<file path="config.mk">
export PLATFORM = sky130hd
export DESIGN_NAME = clock_display_mux
export DESIGN_NICKNAME = d
export VERILOG_FILES = /design/src/rtl/clock_display_mux_pkg.sv /design/src/rtl/clock_display_mux_seg7_decode.sv /design/src/rtl/clock_display_mux.sv
export SDC_FILE = /design/constraint.sdc
export NUM_CORES = 1
export LEC_CHECK = 0
export CAP_MARGIN = 30
export CELL_PAD_IN_SITES_DETAIL_PLACEMENT = 1
export CELL_PAD_IN_SITES_GLOBAL_PLACEMENT = 2
export CORE_MARGIN = 5
export CORE_UTILIZATION = 32
export CTS_BUF_LIST = sky130_fd_sc_hd__clkbuf_2 sky130_fd_sc_hd__clkbuf_4 sky130_fd_sc_hd__clkbuf_8
export DETAILED_ROUTE_END_ITERATION = 10
export PLACE_DENSITY = 0.85
export SYNTH_ARGS = -nofsm -noshare
export SYNTH_HDL_FRONTEND = slang
export SYNTH_HIERARCHICAL = 1
export SYNTH_SLANG_ARGS = --single-unit
</file>
<file path="constraint.sdc">
create_clock -name clk -period 3.7 [get_ports clk]
set_input_delay 0.555 -clock clk [delete_from_list [all_inputs] [get_ports clk]]
set_output_delay 0.555 -clock clk [all_outputs]
set_load 0.01 [all_outputs]
</file>
<file path="src/rtl/clock_display_mux_pkg.sv">
// rtl/clock_display_mux_pkg.sv - shared constants, digit codes and BCD helper for clock_display_mux
package clock_disp_pkg;

   localparam int NUM_DIGITS = 6;

   typedef logic [2:0] digit_idx_t;

   localparam digit_idx_t LAST_IDX = 3'(NUM_DIGITS - 1);

   // Largest legal values of the incoming time fields
   localparam logic [5:0] MAX_MIN_SEC = 6'd59;
   localparam logic [5:0] MAX_HOURS   = 6'd23;

   // Non-numeric glyph codes fed to the segment decoder
   localparam logic [3:0] CODE_DASH  = 4'd10;
   localparam logic [3:0] CODE_BLANK = 4'd11;

   // Active-high patterns, bit order {g,f,e,d,c,b,a}
   localparam logic [6:0] SEG_0     = 7'h3F;
   localparam logic [6:0] SEG_1     = 7'h06;
   localparam logic [6:0] SEG_2     = 7'h5B;
   localparam logic [6:0] SEG_3     = 7'h4F;
   localparam logic [6:0] SEG_4     = 7'h66;
   localparam logic [6:0] SEG_5     = 7'h6D;
   localparam logic [6:0] SEG_6     = 7'h7D;
   localparam logic [6:0] SEG_7     = 7'h07;
   localparam logic [6:0] SEG_8     = 7'h7F;
   localparam logic [6:0] SEG_9     = 7'h6F;
   localparam logic [6:0] SEG_DASH  = 7'h40;
   localparam logic [6:0] SEG_BLANK = 7'h00;

   // Split a 0..59 value into {tens, ones} decimal digits
   function automatic logic [7:0] bcd_split(input logic [5:0] v);
      return {4'(v / 6'd10), 4'(v % 6'd10)};
   endfunction

endpackage

</file>
<file path="src/rtl/clock_display_mux_seg7_decode.sv">
// rtl/clock_display_mux_seg7_decode.sv - digit/dash/blank code to active-high seven-segment pattern
module seg7_decode
   import clock_disp_pkg::*;
(
   input  logic [3:0] code,
   output logic [6:0] pattern
);

   // Pure lookup; unused codes render blank
   always_comb begin
      pattern = SEG_BLANK;
      case (code)
         4'd0:      pattern = SEG_0;
         4'd1:      pattern = SEG_1;
         4'd2:      pattern = SEG_2;
         4'd3:      pattern = SEG_3;
         4'd4:      pattern = SEG_4;
         4'd5:      pattern = SEG_5;
         4'd6:      pattern = SEG_6;
         4'd7:      pattern = SEG_7;
         4'd8:      pattern = SEG_8;
         4'd9:      pattern = SEG_9;
         CODE_DASH: pattern = SEG_DASH;
         default:   pattern = SEG_BLANK;
      endcase
   end

endmodule

</file>
<file path="src/rtl/clock_display_mux.sv">
// rtl/clock_display_mux.sv - six-digit multiplexed time display with frame snapshot; CLOCK_DISP_12H_EN selects 12-hour form
module clock_display_mux
   import clock_disp_pkg::*;
#(
   parameter int REFRESH_DIV      = 50000,
   parameter int SEG_ACTIVE_LOW   = 1,
   parameter int DIGIT_ACTIVE_LOW = 1
) (
   input  logic       clk,
   input  logic       reset,
   input  logic [5:0] seconds,
   input  logic [5:0] minutes,
   input  logic [5:0] hours,
   output logic [6:0] seg,
   output logic       dp,
   output logic [5:0] digit_en
);

   localparam int              DIV_W    = $clog2(REFRESH_DIV);
   localparam logic [DIV_W-1:0] DIV_LAST = DIV_W'(REFRESH_DIV - 1);
   localparam logic [6:0]      SEG_INV  = (SEG_ACTIVE_LOW != 0) ? 7'h7F : 7'h00;
   localparam logic            DP_INV   = (SEG_ACTIVE_LOW != 0);
   localparam logic [5:0]      EN_INV   = (DIGIT_ACTIVE_LOW != 0) ? 6'h3F : 6'h00;

   logic [DIV_W-1:0] div_q, div_d;
   digit_idx_t       idx_q, idx_d;
   logic [5:0]       snap_s_q, snap_s_d, snap_m_q, snap_m_d, snap_h_q, snap_h_d;
   logic [6:0]       seg_q, seg_d;
   logic             dp_q, dp_d;
   logic [5:0]       digit_en_q, digit_en_d;

   logic       advance, wrap;
   logic [5:0] src_s, src_m, src_h, h_disp;
   logic [7:0] s_bcd, m_bcd, h_bcd;
   logic       s_ok, m_ok, h_ok, pm;
   logic [3:0] h_tens, code;
   logic [6:0] pattern;

   // Scan timing, snapshot capture and field source selection
   always_comb begin
      advance  = (div_q == DIV_LAST);
      wrap     = (idx_q == LAST_IDX);
      div_d    = advance ? '0 : div_q + DIV_W'(1);
      idx_d    = idx_q;
      snap_s_d = snap_s_q;
      snap_m_d = snap_m_q;
      snap_h_d = snap_h_q;
      if (advance) begin
         idx_d = wrap ? '0 : idx_q + 3'd1;
         if (wrap) begin
            snap_s_d = seconds;
            snap_m_d = minutes;
            snap_h_d = hours;
         end
      end
      // Digit 0 is decoded on the wrap edge itself, so it must see the values being captured
      src_s = wrap ? seconds : snap_s_q;
      src_m = wrap ? minutes : snap_m_q;
      src_h = wrap ? hours   : snap_h_q;
   end

   // Range checks, hour mapping and per-digit glyph selection for the incoming index
   always_comb begin
      s_ok  = (src_s <= MAX_MIN_SEC);
      m_ok  = (src_m <= MAX_MIN_SEC);
      h_ok  = (src_h <= MAX_HOURS);
      s_bcd = bcd_split(src_s);
      m_bcd = bcd_split(src_m);
`ifdef CLOCK_DISP_12H_EN
      if (src_h == 6'd0)
         h_disp = 6'd12;
      else if (src_h > 6'd12)
         h_disp = src_h - 6'd12;
      else
         h_disp = src_h;
      h_bcd  = bcd_split(h_disp);
      h_tens = (h_disp < 6'd10) ? CODE_BLANK : h_bcd[7:4];
      pm     = h_ok && (src_h >= 6'd12);
`else
      h_disp = src_h;
      h_bcd  = bcd_split(h_disp);
      h_tens = h_bcd[7:4];
      pm     = 1'b0;
`endif
      code = CODE_BLANK;
      case (idx_d)
         3'd0:    code = h_ok ? h_tens     : CODE_DASH;
         3'd1:    code = h_ok ? h_bcd[3:0] : CODE_DASH;
         3'd2:    code = m_ok ? m_bcd[7:4] : CODE_DASH;
         3'd3:    code = m_ok ? m_bcd[3:0] : CODE_DASH;
         3'd4:    code = s_ok ? s_bcd[7:4] : CODE_DASH;
         3'd5:    code = s_ok ? s_bcd[3:0] : CODE_DASH;
         default: code = CODE_BLANK;
      endcase
   end

   seg7_decode u_dec (
      .code    (code),
      .pattern (pattern)
   );

   // Output register loads; pin polarity is applied only here
   always_comb begin
      seg_d      = seg_q;
      dp_d       = dp_q;
      digit_en_d = digit_en_q;
      if (advance) begin
         seg_d      = pattern ^ SEG_INV;
         dp_d       = ((idx_d == 3'd1) || (idx_d == 3'd3) || ((idx_d == LAST_IDX) && pm)) ^ DP_INV;
         digit_en_d = (6'b000001 << idx_d) ^ EN_INV;
      end
   end

   // State registers; reset blanks the pins immediately
   always_ff @(posedge clk or posedge reset) begin
      if (reset) begin
         div_q      <= '0;
         idx_q      <= LAST_IDX;
         snap_s_q   <= '0;
         snap_m_q   <= '0;
         snap_h_q   <= '0;
         seg_q      <= SEG_BLANK ^ SEG_INV;
         dp_q       <= DP_INV;
         digit_en_q <= EN_INV;
      end else begin
         div_q      <= div_d;
         idx_q      <= idx_d;
         snap_s_q   <= snap_s_d;
         snap_m_q   <= snap_m_d;
         snap_h_q   <= snap_h_d;
         seg_q      <= seg_d;
         dp_q       <= dp_d;
         digit_en_q <= digit_en_d;
      end
   end

   assign seg      = seg_q;
   assign dp       = dp_q;
   assign digit_en = digit_en_q;

endmodule

</file>
-- Word-level counts from Yosys, hierarchy flattened
Memories as Yosys holds them, arrays and structs flattened.
Index checks and enable logic that the tools add are counted.
W data, S select, Z words.
- flip-flop bits (word level): 51
- latch bits: 0
- RAM bits: 0
- ROM bits: 112
- input bits: 20
- output and inout port bits: 14
- logic and storage cells: 46
- memories: 1
- $add $sub $neg: 2
- multipliers: 0
- divide/modulo/power cells: 6
- order comparisons: 3
- eq/ne operators: 7
- shift operators: 1
- multiplexer cells: 13
- bitwise gates (word level): 3
- reduce and logical (&&, ||, !) cells: 2
- memories (name ; words ; width ; rd ports ; clocked after Yosys merged registers in ; wr ports ; RTL line ; source):
    (name not given) ; 16 ; 7 ; 1 ; 0 ; 0 ; clock_display_mux_seg7_decode.sv:12 ; case (code)
- operators with widths (operator ; count):
    $mux W4 ; 6
    $pmux W4 S6 ; 1
    $div A6 B4 Y6 const B ; 3
    $mod A6 B4 Y6 const B ; 3
    $mux W6 ; 3
    $add A16 B1 Y16 const B ; 1
    $eq A16 B16 Y1 const B ; 1
    $mux W16 ; 1
    $le A6 B6 Y1 const B ; 2
    $eq A3 B3 Y1 const B ; 3
    $not A7 Y7 ; 1
    $eq A3 B2 Y1 const B ; 2
    $le A6 B5 Y1 const B ; 1
    $mux W3 ; 2
    $not A6 Y6 ; 1
    $shl A1 B3 Y6 const A ; 1
    $add A3 B1 Y3 const B ; 1
    $eq A3 B1 Y1 const B ; 1
    $logic_not A3 Y1 ; 1
    $logic_or A1 B1 Y1 ; 1
    $not A1 Y1 ; 1

-- Depth between registers and ports, before layout
Gate-level depths: netlist of the first run.
An unclocked memory read counts as a cell.
- depth in word-level cells: 7
- depth in mapped cells: 19

-- Hierarchy
The synthesis of the first run kept the hierarchy.
- modules (own cells, without submodules) (module ; times used ; cells each ; area an instance (µm²) ; seq. area each (µm²)):
    clock_display_mux ; 1 ; 476 ; 4010.1 ; 1296.2
    seg7_decode ; 1 ; 29 ; 214.0 ; 0.0

-- Worst setup path after synthesis of the first run
OpenSTA, ideal clock, no wires.
- kind: reg-to-reg
- from: reg idx_q[0]
- to: reg seg_q[0], in the netlist seg[0]
- setup time: 0.079 ns
- arrival: 3.585 ns
- data required time: 3.621 ns
- slack: 0.036 ns
- cell stages (with the launch flop): 17
- clock period less this slack: 3.664 ns
- cell sequence: dfstp_2 -> buf_4 -> nand3b_1 -> buf_4 -> o21ai_0 -> mux2_2 -> ha_1 -> mux4_2 -> a221oi_2 -> nor2_1 -> o31ai_2 -> o2111ai_1 -> or3_1 -> buf_6 -> a21oi_1 -> o22ai_1 -> o21ai_0
- cells in the longest elaborated chain, start to end: 7
- elaborated cells between the ends (all ways): 31
- those cells by class: add/sub (1); div (6); order compare (3); eq/ne (6); mux (12); bitwise (1); reduce/logical (1); memory (1)
- ends and longest elaborated chain (item ; RTL line ; source):
    start, declared ; clock_display_mux.sv:26 ; digit_idx_t idx_q, idx_d;
    start signal, assigned ; clock_display_mux.sv:127 ; idx_q <= idx_d;
    $eq A3 B3 Y1 / $add A3 B1 Y3 (equally long branches) ; clock_display_mux.sv:42, clock_display_mux.sv:49 ;
    $mux W6 / $mux W3 (equally long branches) ; -- ;
    $mod A6 B4 Y6, or another cell as far along ; clock_display_mux_pkg.sv:34 ; return {4'(v / 6'd10), 4'(v % 6'd10)};
    $mux W4, or another cell as far along ; clock_display_mux.sv:92 ; 3'd5: code = s_ok ? s_bcd[3:0] : CODE_DASH;
    $pmux W4 S6 * ; clock_display_mux.sv:86 ; case (idx_d)
    via code[3] ; clock_display_mux.sv:36 ; logic [3:0] h_tens, code;
    $mem_v2 Z16 W7 * ; -- ;
    via pattern[0] ; clock_display_mux.sv:37 ; logic [6:0] pattern;
    $not A7 Y7 (no line) * ; -- ;
    end signal, assigned ; clock_display_mux.sv:122 ; seg_q <= SEG_BLANK ^ SEG_INV;
    end signal, assigned ; clock_display_mux.sv:131 ; seg_q <= seg_d;
    end, declared ; clock_display_mux.sv:28 ; logic [6:0] seg_q, seg_d;
Mark *: on every way through the listed nets, which the timed path passes. The rest lies on a longest branch.
A chain may end at the register's enable or synchronous reset.

-- Worst setup path in the final report of the first run
- from: reg idx_q[2]
- to: reg seg_q[3], in the netlist seg[3]
Same word-level chain as after synthesis.

==> results of run 1 <==
==> cell type report <==
| class | instances | area share, % |
|---|---|---|
| Antenna cell | 1 | 0.0447 |
| Clock buffer | 5 | 1.23 |
| Clock inverter | 3 | 0.402 |
| Inverter | 18 | 1.25 |
| Multi-Input combinational cell | 401 | 52.1 |
| Sequential cell | 51 | 23.2 |
| Tap cell | 176 | 3.93 |
| Timing Repair Buffer | 118 | 17.9 |
==> power groups by stage <==
stage	combinational [mW]	clock, mW	sequential, mW
floorplan	0.0330	0	0.568
global placement	0.0802	0	0.568
detailed placement	0.0837	0	0.568
CTS	0.0857	0.361	0.558
global route	0.0943	0.385	0.558
finish	0.0851	0.344	0.558
==> what timing repair did <==
| item | 4_1_cts | 5_1_grt |
|---|---|---|
| pin swaps | 18 | 10 |
| setup endpoints to repair | 7 | 7 |
| gates cloned | 1 | 0 |
| gates resized for setup | 49 | 22 |
| buffers inserted | 11 | 4 |
==> flip-flops by register name, indices dropped and copies added, names as in the netlist <==
| name | cells |
|---|---|
| seg | 7 |
| snap_h_q | 6 |
| snap_s_q | 6 |
| snap_m_q | 6 |
| div_q | 16 |
| dp | 1 |
| idx_q | 3 |
| digit_en | 6 |
==> cell usage in the layout (no fill, tap or decap), types with 12 or more instances in the layout <==
cell type and count:
buf_4 78, nand2_1 60, o21ai_0 35, dfrtp_1 35
clkdlybuf4s50_1 31, nor2_1 28, nand3_1 22, nand2b_1 16
dfstp_2 16, a21oi_1 12, xor2_1 12, inv_1 12
==> final timing paths <==
kind                                to  slack [ns]  cells after the start     start
min in group asynchronous     div_q[1]        0.69                      2     reset
hold reg to reg               div_q[0]        0.47                      1  div_q[0]
max in group asynchronous  digit_en[1]        2.21                      3     reset
setup reg to reg                seg[3]       -0.08                     14  idx_q[2]
setup / recovery                seg[3]       -0.08                     14  idx_q[2]
hold / removal                div_q[0]        0.47                      1  div_q[0]
==> cells by family after synthesis <==
logic type	after synthesis	synth area share (%)
AOI/OAI and AO/OA	137	21.9
xor gates and xnor gates	19	4.38
adders and majority gates	12	3.50
buffers and inverters	54	5.95
DFF	51	30.7
muxes	31	8.32
and+or+nand+nor	201	25.2
==> worst max-delay path, cell delays in order, from the launching register on <==
cell	delay (ns)
dfstp_2	0.56
and3b_4	0.28
mux2_4	0.34
mux2_4	0.30
ha_4	0.18
buf_6	0.12
a21o_1	0.17
o211ai_1	0.22
a32oi_1	0.10
o31ai_2	0.32
o2111ai_2	0.20
or3_4	0.44
a21oi_4	0.21
o22ai_2	0.10
o21ai_1	0.16
==> metrics by stage <==
step	util (%)	cell area [um^2]	power, mW
floorplan	-	4220	0.601
global placement	39.1	5120	0.648
detailed placement	39.1	5120	0.652
CTS	41.9	5490	1.00
global route	42.8	5600	1.04
finish	42.8	5600	0.988
==> routing by layer <==
metal,vias up,global-route usage [%],routed length [um]
li1,2020,-,-
met1,2104,23.8,6290
met2,79,31.9,7200
met3,25,2.40,465
met4,0,4.78,291
met5,-,0,0
==> summary.txt, run 1 <==
Synth
  – Yosys warnings: 6
  – Synth top cells by count: nand2_1 (60), o21ai_0 (47), dfrtp_1 (35)
  – Synthesized area: 0.00422 mm^2
  – Leading area contributor after synthesis: dfrtp_1
  – Top post-synthesis cells by area: dfrtp_1 (21%), dfstp_2 (10%), o21ai_0 (5.6%)
  – Count leader, synth: nand2_1
  – Avg Cell Area, Syn: 8.36 um^2
  – Post-synth net total: 536
  – Synth async-reset ratio: 100%
  – Mapped Cells: 505
  – Top FF cell, synth: dfrtp_1
  – FF+latch count, synth: 51
  – Number of synthesized flops with an enable pin: 0
  – Register area share after synthesis: 30.7%
  – Yosys top cell area share: 20.7%
  – Yosys cell types: 70

Placement
  – Placed cell count: 748
  – Post-place setup slack: -0.709 ns
  – RD Place Congestion: 0.964
  – Port Buffers: 33
  – Hpwl dp: 10400 um

Layout
  – Area grow syn2layout: 32.5%
  – FILL cells: 1533
  – Share of layout cells above drive strength 1: 29.9%
  – Final std cells w/o fill: 773
  – Area occupied by multi-input gates: 0.00292 mm^2
  – NumNets Final: 626
  – Reg area: 0.00130 mm^2

Floorplan
  – Starting Density: 32.3%
  – Full die area: 0.0156 mm^2
  – FP Rows: 42
  – Die Y-Extent: 125 um
  – Die X: 125 um
  – I/O Pins: 34
  – Core area: 0.0131 mm^2

CTS
  – Hold buffers post-CTS: 0
  – TritonCTS clock tree: done
  – CTS sink count: 51
  – Clk slew on worst S/H paths: 0.10 ns
  – Root Buffer: clkbuf_8
  – Clk buf depth: 2
  – Htree depth: 2
  – Later-pin clock latency in the skew report: 0.32 ns
  – CTS buffer count: 5

Setup path
  – Critical path class: register to register
  – Crit path required time: 3.95 ns
  – CP Capture Type: register
  – Crit path max fanout: 6
  – Critical Path Source Type: register
  – Critical path arrival: 4.03 ns

Drt
  – Vias per cell: 5.47
  – Initial DRC Count: 254
  – Post-route DRC: 0
  – Final wirelength: 14200 um
  – Pre-antenna DRT Iters: 4
  – Drt wl/cell: 18.4 um
  – Post-DRT Antenna Nets: 0
  – Routed via count: 4228

Timing
  – Setup tns final: -0.250 ns
  – RSZ-0062 raised after global routing: true
  – Worst Skew: 0.00910 ns
  – WHS: 0.469 ns
  – Final Hold Fails: 0
  – Final Cycle Share: 102%
  – Tightest Pin Transition: 0.775 ns
  – Worst rel slew slack: 48.1%
  – Final WS setup: -0.0790 ns
  – Tmin final: 3.78 ns
  – Endpoints failing setup: 5
  – FMAX: 265 MHz
  – Final Max Slew Viols: 0

Global routing
  – Initial antenna violation count: 0
  – Largest net degree at the start of global routing: 37
  – First-pass GRT wire length: 23600 um
  – Vias in the first global route: 4437
  – Gr usage total: 18.3%
  – GRT overflow: 0

Power and ir drop
  – Max rail drop VDD: 0.160 mV
  – Net Sw Power: 0.256 mW
  – Clk pwr share: 34.9%
  – Leak Pwr: 2.43 nW
  – Combinational share of power: 8.6%
  – Power Density: 176 mW/mm^2
  – Pint: 0.732 mW
  – Switching part of the total: 25.9%
  – Fraction of power consumed by sequential logic: 56.5%

Worst hold path
  – Hold WC Path Type: register to register

Run
  – Max-cap violations: 0

Outcome
  – Violations in the final reports: setup timing
  – Status: complete, but fails checks
(Power assumes the default switching activity.)
==> inputs of run 2 (changes only) <==
--- a/config.mk
+++ b/config.mk
@@ -8,6 +8,7 @@
 export CAP_MARGIN = 30
 export CELL_PAD_IN_SITES_DETAIL_PLACEMENT = 1
 export CELL_PAD_IN_SITES_GLOBAL_PLACEMENT = 2
+export CORE_ASPECT_RATIO = 0.9
 export CORE_MARGIN = 5
 export CORE_UTILIZATION = 32
 export CTS_BUF_LIST = sky130_fd_sc_hd__clkbuf_2 sky130_fd_sc_hd__clkbuf_4 sky130_fd_sc_hd__clkbuf_8
==> run 2 against run 1 <==
  * Register-to-register slack improved by 0.12 ns
  * Critical path depth is the same
  * Clock-buffer cell count stayed put
  * The flow now finishes without violations
  * Critical path type unchanged
  * Global-route usage is 1.5 points lower
  * Sequential share of layout area up 0.26 points
  * Sequential power about the same
  * Die area barely moved
  * Total power rose by 7.1%
  * Clock skew decreased by 0.0013 ns
  * Highest routed layer unchanged
==> summary.txt, run 2 (same netlist as run 1, synthesis figures left out) <==
Outcome
  – Status: complete, no violations

Timing
  – Endpoints failing setup: 0 (-5)
  – Worst Skew: 0.00776 ns (-0.00134 ns)
  – Tightest Pin Transition: 0.795 ns (+0.0204 ns)
  – Final Hold Fails: 0 (unchanged)
  – Final Max Slew Viols: 0 (unchanged)
  – FMAX: 273 MHz (+3.2%)
  – Worst rel slew slack: 46.8% (-1.4 points)
  – Setup tns final: 0 ns (+0.250 ns)
  – Final WS setup: 0.0365 ns (+0.115 ns)
  – RSZ-0062 raised after global routing: true
  – Final Cycle Share: 99.0% (-3.1 points)
  – Tmin final: 3.66 ns (-0.115 ns)

Layout
  – NumNets Final: 621 (-0.80%)
  – ANT cells: 0 (-1)
  – Top reg by flops: div_q
  – Final Util: 43.1% (+0.36 points)
  – Area grow syn2layout: 31.1%
  – FILL cells: 1521 (-0.78%)
  – Most common cell after layout, fill and taps aside: buf_4
  – Final std cells w/o fill: 755 (-2.3%)
  – Commonest cells after routing, fill and taps aside: buf_4 (75), nand2_1 (59), dfrtp_1 (35), o21ai_0 (34), clkdlybuf4s50_1 (31)
  – Max reg flops: 16 (unchanged)
  – Share of layout cells above drive strength 1: 28.1% (-1.8 points)

Global routing
  – Largest net degree at the start of global routing: 43 (+16%)
  – First-pass GRT wire length: 22100 um (-6.0%)
  – GRT overflow: 0 (unchanged)
  – Initial antenna violation count: 0 (unchanged)
  – Vias in the first global route: 4371 (-1.5%)
  – Gr usage total: 16.7% (-1.5 points)

Drt
  – Final wirelength: 13300 um (-6.4%)
  – Post-DRT Antenna Nets: 0 (unchanged)
  – Initial DRC Count: 152 (-40%)
  – Routed via count: 4188 (-0.95%)
  – Vias per cell: 5.55 (+1.4%)
  – Pre-antenna DRT Iters: 4 (unchanged)
  – Post-route DRC: 0 (unchanged)
  – Drt wl/cell: 17.7 um (-4.2%)

Placement
  – Placed cell count: 740 (-1.1%)
  – Hpwl dp: 10100 um (-2.4%)
  – RD Place Congestion: 0.854 (-11%)
  – Post-place setup slack: -0.669 ns (+0.0403 ns)
  – Port Buffers: 33 (unchanged)

Power and ir drop
  – Power Density: 191 mW/mm^2 (+8.3%)
  – Leak Pwr: 2.41 nW (-0.73%)
  – Max rail drop VDD: 0.194 mV (+21%)

CTS
  – TritonCTS clock tree: done
  – Htree depth: 2 (unchanged)
  – CTS buffer count: 5 (unchanged)
  – Hold buffers post-CTS: 0 (unchanged)
  – Root Buffer: clkbuf_8
  – Clk slew on worst S/H paths: 0.10 ns (about the same)
  – Later-pin clock latency in the skew report: 0.32 ns (about the same)
  – Clk buf depth: 2 (unchanged)
  – CTS sink count: 51 (unchanged)

Floorplan
  – Die X: 131 um (+5.0%)
  – Full die area: 0.0156 mm^2 (about the same)
  – Starting Density: 32.9% (+0.63 points)
  – Core area: 0.0128 mm^2 (-1.9%)
  – Die Y-Extent: 119 um (-4.7%)
  – FP Rows: 39 (-7.1%)
  – I/O Pins: 34 (unchanged)

Setup path
  – Crit path max fanout: 6 (unchanged)
  – Critical path class: register to register
  – Crit path required time: 3.95 ns (about the same)
  – Critical path arrival: 3.91 ns (-0.12 ns)
  – CP Capture Type: register
  – Critical Path Source Type: register

Worst hold path
  – Hold WC Path Type: register to register

Run
  – Max-cap violations: 0 (unchanged)
run 2: changes by cell type in the layout (fill, tap and decap cells not counted), moves of 2 or more:
cell | before | now
buf_6 | 6 | 4
ha_1 | 4 | 7
inv_2 | 5 | 3
inv_1 | 12 | 15
buf_4 | 78 | 75
ha_2 | 4 | 2
run 2: worst max-delay path, stage by stage, from the launching register on:
cell and delay, ns:
dfstp_2 0.56, and3b_4 0.27, mux2_4 0.34, mux2_4 0.29, ha_4 0.17, buf_6 0.11
a21o_1 0.16, o211ai_1 0.22, a32oi_1 0.10, o31ai_2 0.28, o2111ai_2 0.17, or3_4 0.50
nand2b_4 0.20, o22ai_2 0.14, o21ai_1 0.08
run 2: report_power, final:
part           internal, mW  total [mW]  switching (mW)  leakage (nW)
Combinational        0.0416      0.0886          0.0470          1.77
Clock                 0.202       0.411           0.209        0.0581
Sequential            0.558       0.558               0         0.589
Total                 0.802        1.06           0.256          2.41
run 2: metrics by stage:
step / cell area [um^2] / hold WS [ns] / power [mW]
floorplan: 4220 / 0.425 / 0.601
global route: 5540 / 0.473 / 1.10
CTS: 5310 / 0.463 / 1.07
finish: 5540 / 0.459 / 1.06
detailed placement: 5130 / 0.448 / 0.654
global placement: 5130 / 0.436 / 0.651
run 2: layout make-up:
type / count / area, um^2 / area share [%]
inverters: 18 / 67.6 / 1.22
well taps: 164 / 205 / 3.71
clock inverters: 3 / 43.8 / 0.791
repair buffers: 113 / 956 / 17.3
multi-input cells: 401 / 2900 / 52.4
flip-flops and latches: 51 / 1300 / 23.4
clock buffers: 5 / 68.8 / 1.24
run 2: metal layers:
metal | routed length, um | up-vias | global-route usage (%)
met2 | 6500 | 71 | 28.6
met3 | 476 | 22 | 2.95
met1 | 6140 | 2082 | 22.3
met5 | 0 | - | 0
met4 | 212 | 0 | 3.57
li1 | - | 2013 | -
run 2: what timing repair did:
item,in CTS,in global routing
cloned,1,0
setup buffers,3,2
setup endpoints to repair,7,7
pin swaps,5,23
resized for setup,16,48
run 2: path summary, 6_finish.rpt:
kind	start	endpoint	slack [ns]	cells after the start
worst min-delay path	dp	dp	0.46	2
min in group asynchronous	reset	snap_s_q[5]	0.47	2
worst min register to register	dp	dp	0.46	2
max in group asynchronous	reset	seg[6]	2.48	4
worst max-delay path	idx_q[0]	seg[6]	0.04	14
worst max register to register	idx_q[0]	seg[6]	0.04	14
